==> src/rtl/jtframe_hsize_ctrl.sv <==
// jtframe_hsize_ctrl
// Frame-synchronous controller for the horizontal scaler configuration.
// Raw OSD requests are tracked every clock, but the applied scale/offset/
// enable only change one clock after the rising edge of vertical blank, so
// the line buffer never sees a setting switch in the middle of a frame.
// Optional ramping moves the scale one code per applied update and optional
// auto-centring derives the offset from the scale being applied.

module jtframe_hsize_ctrl #(
  parameter int CENTRE_K    = 8,   // auto-centring gain, 1..31
  parameter int HOLD_FRAMES = 1    // frames between ramp steps, 1..15
) (
  input  logic       clk,
  input  logic       rst,
  input  logic       pxl_cen,
  input  logic       VB_in,
  input  logic [3:0] req_scale,
  input  logic [4:0] req_offset,
  input  logic       req_enable,
  input  logic       ramp,
  input  logic       auto_ctr,
  output logic [3:0] scale,
  output logic [4:0] offset,
  output logic       enable,
  output logic       busy
);

  // Scale code 8 is 1:1, which is also the parked value while disabled
  localparam logic [3:0]        UNITY     = 4'd8;
  localparam logic [3:0]        HOLD_INIT = 4'(HOLD_FRAMES - 1);
  localparam logic signed [10:0] GAIN     = 11'(CENTRE_K);

  typedef enum logic [1:0] {
    IDLE,
    WAIT,
    APPLY,
    HOLD
  } state_t;

  state_t     state, state_nx;
  logic [3:0] hold_cnt, hold_cnt_nx;
  logic [3:0] scale_nx;
  logic [4:0] offset_nx;
  logic       enable_nx;

  logic       vb_last;
  logic       vbt;

  logic [3:0] tgt_scale;
  logic [4:0] tgt_off_now;
  logic       differs;

  logic [3:0] upd_scale;
  logic [4:0] upd_off;
  logic       upd_en;
  logic       upd_differs;

  // Centring offset for scale code s. Codes below 8 shrink the picture
  // twice as fast as codes above 8 enlarge it, hence the asymmetric summand.
  // The product is floored by the arithmetic shift and then clamped to the
  // 5-bit signed range of the offset port.
  function automatic logic [4:0] auto_offset(input logic [3:0] s);
    logic signed [5:0]  delta;
    logic signed [10:0] prod;
    logic signed [10:0] shr;
    logic [4:0]         res;
    if (s[3]) delta = {3'b000, s[2:0]};
    else      delta = {1'b0, s, 1'b1} - 6'd16;
    prod = 11'(delta) * GAIN;
    shr  = prod >>> 4;
    if (shr > 11'sd15)       res = 5'b01111;
    else if (shr < -11'sd16) res = 5'b10000;
    else                     res = shr[4:0];
    return res;
  endfunction

  // Offset the scaler should use at scale code s given the current requests;
  // a disabled target always parks the offset at zero
  function automatic logic [4:0] offset_target(input logic       en_req,
                                               input logic       use_auto,
                                               input logic [4:0] manual,
                                               input logic [3:0] s);
    logic [4:0] res;
    if (!en_req)       res = 5'd0;
    else if (use_auto) res = auto_offset(s);
    else               res = manual;
    return res;
  endfunction

  // One ramp step from cur toward tgt
  function automatic logic [3:0] step_toward(input logic [3:0] cur,
                                             input logic [3:0] tgt);
    logic [3:0] res;
    if (cur < tgt)      res = cur + 4'd1;
    else if (cur > tgt) res = cur - 4'd1;
    else                res = cur;
    return res;
  endfunction

  // Frame tick: rising edge of VB_in as seen on pixel-enable samples only
  assign vbt = pxl_cen & VB_in & ~vb_last;

  assign busy = (state != IDLE);

  // Remember the last pixel-enable sample of VB_in; resetting it high keeps
  // a blank already in progress at reset from counting as a new frame
  always_ff @(posedge clk) begin
    if (rst)          vb_last <= 1'b1;
    else if (pxl_cen) vb_last <= VB_in;
  end

  // Target settings and the candidate update that APPLY would commit
  always_comb begin
    tgt_scale   = req_enable ? req_scale : UNITY;
    tgt_off_now = offset_target(req_enable, auto_ctr, req_offset, scale);
    differs     = (scale != tgt_scale) || (offset != tgt_off_now) ||
                  (enable != req_enable);

    upd_scale = ramp ? step_toward(scale, tgt_scale) : tgt_scale;
    upd_off   = offset_target(req_enable, auto_ctr, req_offset, upd_scale);
    upd_en    = req_enable | (enable & ((upd_scale != UNITY) | (upd_off != 5'd0)));
    if (!enable && req_enable) begin
      upd_scale = UNITY;
      upd_off   = 5'd0;
      upd_en    = 1'b1;
    end

    upd_differs = (upd_scale != tgt_scale) ||
                  (upd_off != offset_target(req_enable, auto_ctr, req_offset, upd_scale)) ||
                  (upd_en != req_enable);
  end

  // Next-state logic; the applied settings only move in APPLY
  always_comb begin
    state_nx    = state;
    hold_cnt_nx = hold_cnt;
    scale_nx    = scale;
    offset_nx   = offset;
    enable_nx   = enable;
    case (state)
      IDLE: begin
        if (differs) state_nx = WAIT;
      end
      WAIT: begin
        if (!differs) state_nx = IDLE;
        else if (vbt) state_nx = APPLY;
      end
      APPLY: begin
        scale_nx  = upd_scale;
        offset_nx = upd_off;
        enable_nx = upd_en;
        if (upd_differs) begin
          state_nx    = HOLD;
          hold_cnt_nx = HOLD_INIT;
        end else begin
          state_nx = IDLE;
        end
      end
      HOLD: begin
        if (vbt) begin
          if (hold_cnt == 4'd0) state_nx = APPLY;
          else                  hold_cnt_nx = hold_cnt - 4'd1;
        end
      end
      default: state_nx = IDLE;
    endcase
  end

  // State, hold counter and applied settings registers
  always_ff @(posedge clk) begin
    if (rst) begin
      state    <= IDLE;
      hold_cnt <= 4'd0;
      scale    <= UNITY;
      offset   <= 5'd0;
      enable   <= 1'b0;
    end else begin
      state    <= state_nx;
      hold_cnt <= hold_cnt_nx;
      scale    <= scale_nx;
      offset   <= offset_nx;
      enable   <= enable_nx;
    end
  end

endmodule

==> config.mk <==
export PLATFORM = sky130hd
export DESIGN_NAME = jtframe_hsize_ctrl
export DESIGN_NICKNAME = d
export VERILOG_FILES = /design/src/rtl/jtframe_hsize_ctrl.sv
export SDC_FILE = /design/constraint.sdc
export NUM_CORES = 1
export LEC_CHECK = 0
export ABC_AREA = 1
export CAP_MARGIN = 40
export CORE_MARGIN = 5
export CORE_UTILIZATION = 55
export CTS_CLUSTER_SIZE = 25
export DETAILED_ROUTE_END_ITERATION = 8
export PLACE_DENSITY = 0.83
export SYNTH_ARGS = -nofsm -noshare
export SYNTH_HDL_FRONTEND = slang
export SYNTH_SLANG_ARGS = --single-unit
==> constraint.sdc <==
create_clock -name clk -period 7.7 [get_ports clk]
set_clock_uncertainty 0.1 [all_clocks]
set_input_delay 1.155 -clock clk [delete_from_list [all_inputs] [get_ports clk]]
set_output_delay 1.155 -clock clk [all_outputs]
set_load 0.01 [all_outputs]
==> run metrics, run 1 <==
outcome finished, final reports clean; clock sinks 17; row count 19; layout cells sized above 1 0.104; Gate Count Post-Synth 253; Mapped Area about 0.0015 sq mm; Max Root-Sink Buffers 2; Vias 1655; Layout Nets 304; Synth async-reset ratio 0; Primary FF master, synth dfxtp_1; H-tree levels 1; number of global-route vias before repair 1433; # DRC 0; RSZ-0062 raised after global routing false; Core Region 0.00271 sq mm; FF+latch count, synth 17; Syn-to-layout area delta 20.1%; Slew Viols, Final 0; Initial Util 0.566; Rel. slew slack 0.481; DP Wirelength 2970 microns; grt met1 use 0.275; DIE WIDTH 62.8 microns; largest net degree at the start of global routing 16; grt ovf 0; final WL 3690 microns; Root Buffer clkbuf_4; setup TNS 0 ns; Seq/Total Area, Yosys 0.222; top cell type's share of synthesized area 0.222; post-CTS resize count 0; Fillers around 260; WL/cell 11.9 microns; leak pwr 0.831 nW; CTS Buf Count 3; gr busiest metal met2; r2r setup slk 4.81 ns; First-pass DRT Iterations 4; crit path max fanout 8; fin crit share 0.541; hold path start vb_last$_SDFFE_PP1P_; met2 Use GR 0.301; min Tclk post-route 4.16 ns; final core area utilization 0.679; Crit path arrival time about 4.3 ns; overall power of the completed layout 246 uW; initial antenna violation count 0; Post-CTS Setup Bufs 0; Warnings, synthesis 0; CTS tree built; Design Area, Final 0.00184 sq mm; actual slew at the worst max-slew pin ~0.77 ns; Final Hold Viols 0; number of diodes 0; DRT iter0 DRCs 95; Power Density between 100 and 150 mW/mm^2; area of placed instances 0.00181 sq mm; Max-cap violations 0; Hold Path Sink vb_last$_SDFFE_PP1P_; FMAX 240 MHz; Die Y 62.8 microns; crit end category flip-flop; r2r endpoint hold_cnt[0]$_SDFFE_PP0P_; grt met3 use 0.0468; worst hold path type reg -> reg; crit path kind in -> reg; CP Launch Type primary input; Clk network pwr share 0.186; port buffer count 26; GRT Overall Usage 0.194; ranking of synthesized cells by area dfxtp_1, nand2_1, nand3_1, nor2_1, inv_1; FF-to-FF path depth 23; distinct cell type count after synthesis 30; peak supply drop around 0.14 mV; worst skew pair latency 0.29 ns; vias per cell 5.34; Syn Area/Cell 6.06 sq um; Die ar. 0.00394 sq mm; first-pass GRT wire length 6430 microns; cell depth of the worst hold path 2; Mapped Nets between 200 and 300; Seq pwr share 0.397; Sw Ratio 0.378; hold_buf cts 0; largest area contributor in the netlist dfxtp_1; critical path data required time 7.79 ns; Final Wtd Congestion between 0.9 and 1; EDFF count, synth 0; Internal Power 153 uW; post-route ant nets 0; Psw roughly 93 uW; final setup fails 0; Comb pwr share 0.417; I/O pins 27; CTS clock-pin slew for the worst setup and hold paths 0.09 ns; FF-to-FF Start scale[3]$_SDFFE_PP1P_
## area by class of cell
| class | instances | area (sq um) | area share |
|---|---|---|---|
| multi-input combinational | 201 | 1060 | 0.575 |
| timing repair buffer | 26 | 260 | 0.141 |
| tap | 31 | 38.8 | 0.0211 |
| sequential | 17 | 340 | 0.185 |
| inverter | 31 | 116 | 0.0632 |
| clock buffer | 4 | 26.3 | 0.0143 |
## placed cells by master, fill, tap and decap left out, types with 4 or more instances in the layout
cell type        synthesis  routed
dfxtp_1                 17      17
a21oi_1                 15      15
inv_1                   27      27
nand3_1                 29      29
o211ai_1                 4       4
nor2_1                  34      34
ha_1                     8       8
nand2_2                 10      10
xor2_1                   5       5
o21ai_0                  7       7
nand2_1                 65      65
inv_2                    4       4
a21oi_2                  4       4
clkdlybuf4s50_1          0      26
## cell families after synthesis
| family | synth area share |
|---|---|
| compound gates | 0.144 |
| buf+inv | 0.0873 |
| flops | 0.222 |
| fa+ha+maj | 0.0653 |
| xor+xnor | 0.0343 |
| simple gates | 0.447 |
## per-layer routing
layer	vias to the layer above	wire length (microns)	part of all wire
li1	870	-	-
met1	722	1770	0.48
met2	57	1640	0.44
met3	6	241	0.065
met4	0	40	0.011
met5	-	0	0
## power by group through the flow
stage	Sequential, mW	Combinational (mW)	Clock [mW]
2_1_floorplan	0.0986	0.0731	0
3_3_place_gp	0.0995	0.101	0
3_5_place_dp	0.0994	0.102	0
4_1_cts	0.0975	0.102	0.0486
5_1_grt	0.0985	0.117	0.0534
6_report	0.0975	0.102	0.0458
## metrics by stage
stage	cells	setup WS (ns)	hold slack, ns
after floorplan	253	4.24	0.338
after global placement	306	3.37	0.356
after detailed placement	306	3.25	0.369
after CTS	310	3.55	0.390
after global routing	310	3.13	0.412
final	310	3.54	0.382
## worst max-delay path by stage
| stage | start | end | slack, ns | depth (start not counted) |
|---|---|---|---|---|
| after floorplan | req_enable | hold_cnt[0]$_SDFFE_PP0P_ | 4.24 | 23 |
| after detailed placement | req_enable | hold_cnt[0]$_SDFFE_PP0P_ | 3.25 | 24 |
| after global placement | req_enable | hold_cnt[0]$_SDFFE_PP0P_ | 3.37 | 26 |
| final | req_enable | hold_cnt[0]$_SDFFE_PP0P_ | 3.54 | 26 |
| after global routing | req_enable | hold_cnt[0]$_SDFFE_PP0P_ | 3.13 | 26 |
| after CTS | req_enable | hold_cnt[0]$_SDFFE_PP0P_ | 3.55 | 24 |
## sequential cells by signal, indices dropped and copies added (netlist names)
register  cells
offset        5
hold_cnt      4
scale         4
state         2
enable        1
vb_last       1
## synthesized netlist by cell type (2+ instances only)
| library cell | number |
|---|---|
| a211oi_1 | 3 |
| a21oi_1 | 15 |
| a21oi_2 | 4 |
| buf_2 | 2 |
| clkbuf_1 | 2 |
| dfxtp_1 | 17 |
| ha_1 | 8 |
| inv_1 | 27 |
| inv_2 | 4 |
| nand2_1 | 65 |
| nand2_2 | 10 |
| nand2_4 | 2 |
| nand3_1 | 29 |
| nor2_1 | 34 |
| o211ai_1 | 4 |
| o21ai_0 | 7 |
| o21ai_1 | 2 |
| or2_2 | 2 |
| xor2_1 | 5 |
## worst max-delay path, stage by stage
cell and delay (ns):
clkdlybuf4s50_1 0.60, inv_1 0.20, nor2_1 0.20, ha_1 0.29, a21oi_2 0.25, nand2_2 0.14, nand2_2 0.08, nand2_1 0.04
nand2_1 0.07, nand3_2 0.11, nand2_4 0.12, nand2_2 0.06, nand2_1 0.05, nand2_1 0.06, nand2_1 0.08, nand2_1 0.05
inv_1 0.05, nand2_1 0.04, nand2_1 0.06, nand2_2 0.05, nand2_2 0.09, nand3_4 0.11, nand2_4 0.10, inv_2 0.04
nor2_1 0.08, nor2_1 0.04
No activity file was read; power rests on OpenSTA's default activity.
==> run 2, diff against run 1 <==
--- a/config.mk
+++ b/config.mk
@@ -8,10 +8,10 @@
 export ABC_AREA = 1
 export CAP_MARGIN = 40
 export CORE_MARGIN = 5
-export CORE_UTILIZATION = 55
+export CORE_UTILIZATION = 48
 export CTS_CLUSTER_SIZE = 25
 export DETAILED_ROUTE_END_ITERATION = 8
-export PLACE_DENSITY = 0.83
+export PLACE_DENSITY = 0.77
 export SYNTH_ARGS = -nofsm -noshare
 export SYNTH_HDL_FRONTEND = slang
 export SYNTH_SLANG_ARGS = --single-unit
==> constraint.sdc (replaced) <==
create_clock -name clk -period 3.6 [get_ports clk]
set_clock_uncertainty 0.1 [all_clocks]
set_input_delay 0.54 -clock clk [delete_from_list [all_inputs] [get_ports clk]]
set_output_delay 0.54 -clock clk [all_outputs]
set_load 0.01 [all_outputs]
==> run metrics, run 2 (synthesized netlist as in run 1, its figures left out) <==
Initial Util 0.502; largest net degree at the start of global routing 13; peak supply drop 0.258 mV; crit path max fanout 6; fin crit share 0.914; worst skew pair latency 0.29 ns; DRT iter0 DRCs 110; Max stage delay on crit path roughly 0.54 ns; FF-to-FF Start scale[3]$_SDFFE_PP1P_; Die Y 66.5 microns; First-pass DRT Iterations 4; CTS tree built; Syn-to-layout area delta 24.2%; leak pwr 0.858 nW; H-tree levels 1; footprint of the multi-input gates 0.00107 sq mm; Slowest-stage cell, CP clkdlybuf4s50_1; hold_buf cts 0; Post-CTS Setup Bufs 0; layout cells sized above 1 0.123; Die ar. 0.00442 sq mm; Layout Nets 309; max reg flops 5; final WL 3990 microns; Max Root-Sink Buffers 2; min Tclk post-route between 3 and 4 ns; Cells after DPL 324; Core Region 0.00305 sq mm; setup TNS 0 ns; Worst Setup SP req_enable; row count 20; actual slew at the worst max-slew pin 0.767 ns; crit end category flip-flop; DIE WIDTH 66.5 microns; outcome finished, final reports clean; CTS Buf Count 3; GRT Overall Usage 0.194; Fillers between 300 and 400; most common cell after layout, fill and taps aside nand2_1; Max-cap violations 0; number of diodes 0; Final Wtd Congestion 0.943; Vias 1647; vias per cell 5.02; DP Wirelength ~3200 microns; Rel. slew slack 0.485; Power Density between 200 and 300 mW/mm^2; # DRC 0; FF+latch area 340 sq um; post-CTS resize count 0; Crit path arrival time ~3.4 ns; CTS clock-pin slew for the worst setup and hold paths 0.09 ns; Final Hold Viols 0; r2r setup slk between 0.6 and 0.7 ns; Non-Filler Instances 328; Largest regs offset: 5 flops, hold_cnt: 4 flops, scale: 4 flops; FMAX 304 MHz; critical path data required time about 3.7 ns; grt ovf 0; port buffer count 26; first-pass GRT wire length 6640 microns; post-route ant nets 0; initial antenna violation count 0; Most flops, register offset; RSZ-0062 raised after global routing false; CP Launch Type primary input; crit path kind in -> reg; I/O pins 27; Crit path top cell by count nand2_2; number of global-route vias before repair 1479; worst hold path type reg -> reg; Slew Viols, Final 0; clock sinks 17; overall power of the completed layout between 500 and 600 uW; hold path start hold_cnt[1]$_SDFFE_PP0P_; WL/cell around 12 microns; Root Buffer clkbuf_4; most frequent cells in the layout nand2_1, nor2_1, nand3_1; final setup fails 0
==> run 2: changes by cell type in the layout (fill, tap and decap cells not counted) <==
cell,before,now
buf_4,0,5
nor2_1,34,33
a21oi_4,0,1
a21oi_2,4,3
nor2_2,1,2
==> run 2: path summary, 6_finish.rpt <==
kind / end / cells past startpoint
worst min register to register: hold_cnt[1]$_SDFFE_PP0P_ / 2
worst min-delay path: hold_cnt[1]$_SDFFE_PP0P_ / 2
worst max-delay path: hold_cnt[0]$_SDFFE_PP0P_ / 26
worst max register to register: hold_cnt[0]$_SDFFE_PP0P_ / 23
==> run 2: where the power goes <==
part	leakage (nW)	switching [mW]	internal, mW	total (mW)
Clock	0.0150	0.0564	0.0432	0.0996
Sequential	0.138	0.0117	0.197	0.209
Combinational	0.705	0.136	0.0914	0.228
==> run 2: cell type report <==
class                           count  area share
Inverter                           31      0.0611
Timing Repair Buffer               31       0.156
Tap cell                           44      0.0289
Clock buffer                        4      0.0138
Sequential cell                    17       0.179
Multi-Input combinational cell    201       0.561
==> run 2: worst max-delay path, delay by kind of cell <==
family / cells / cell delay (ns)
buffers and inverters: 4 / 0.72
adder cells (fa/ha/maj): 1 / 0.29
AND/OR/NAND/NOR: 21 / 1.83
==> run 2: routing by layer <==
layer,vias up,wire (microns),GRT usage
li1,889,-,-
met1,716,1950,0.257
met2,38,1820,0.325
met3,4,178,0.0304
met4,0,39,0.0508
met5,-,0,0
==> run 2: stage by stage <==
| stage | util | hold WS [ns] | instance area (sq um) | setup slack (ns) |
|---|---|---|---|---|
| 2_1_floorplan | - | 0.338 | 1530 | 0.752 |
| 6_report | 0.624 | 0.382 | 1900 | 0.308 |
| 5_1_grt | 0.624 | 0.409 | 1900 | 0.0267 |
| 3_3_place_gp | 0.612 | 0.353 | 1870 | 0.0972 |
| 4_1_cts | 0.620 | 0.388 | 1890 | 0.345 |
| 3_5_place_dp | 0.612 | 0.366 | 1870 | 0.0408 |
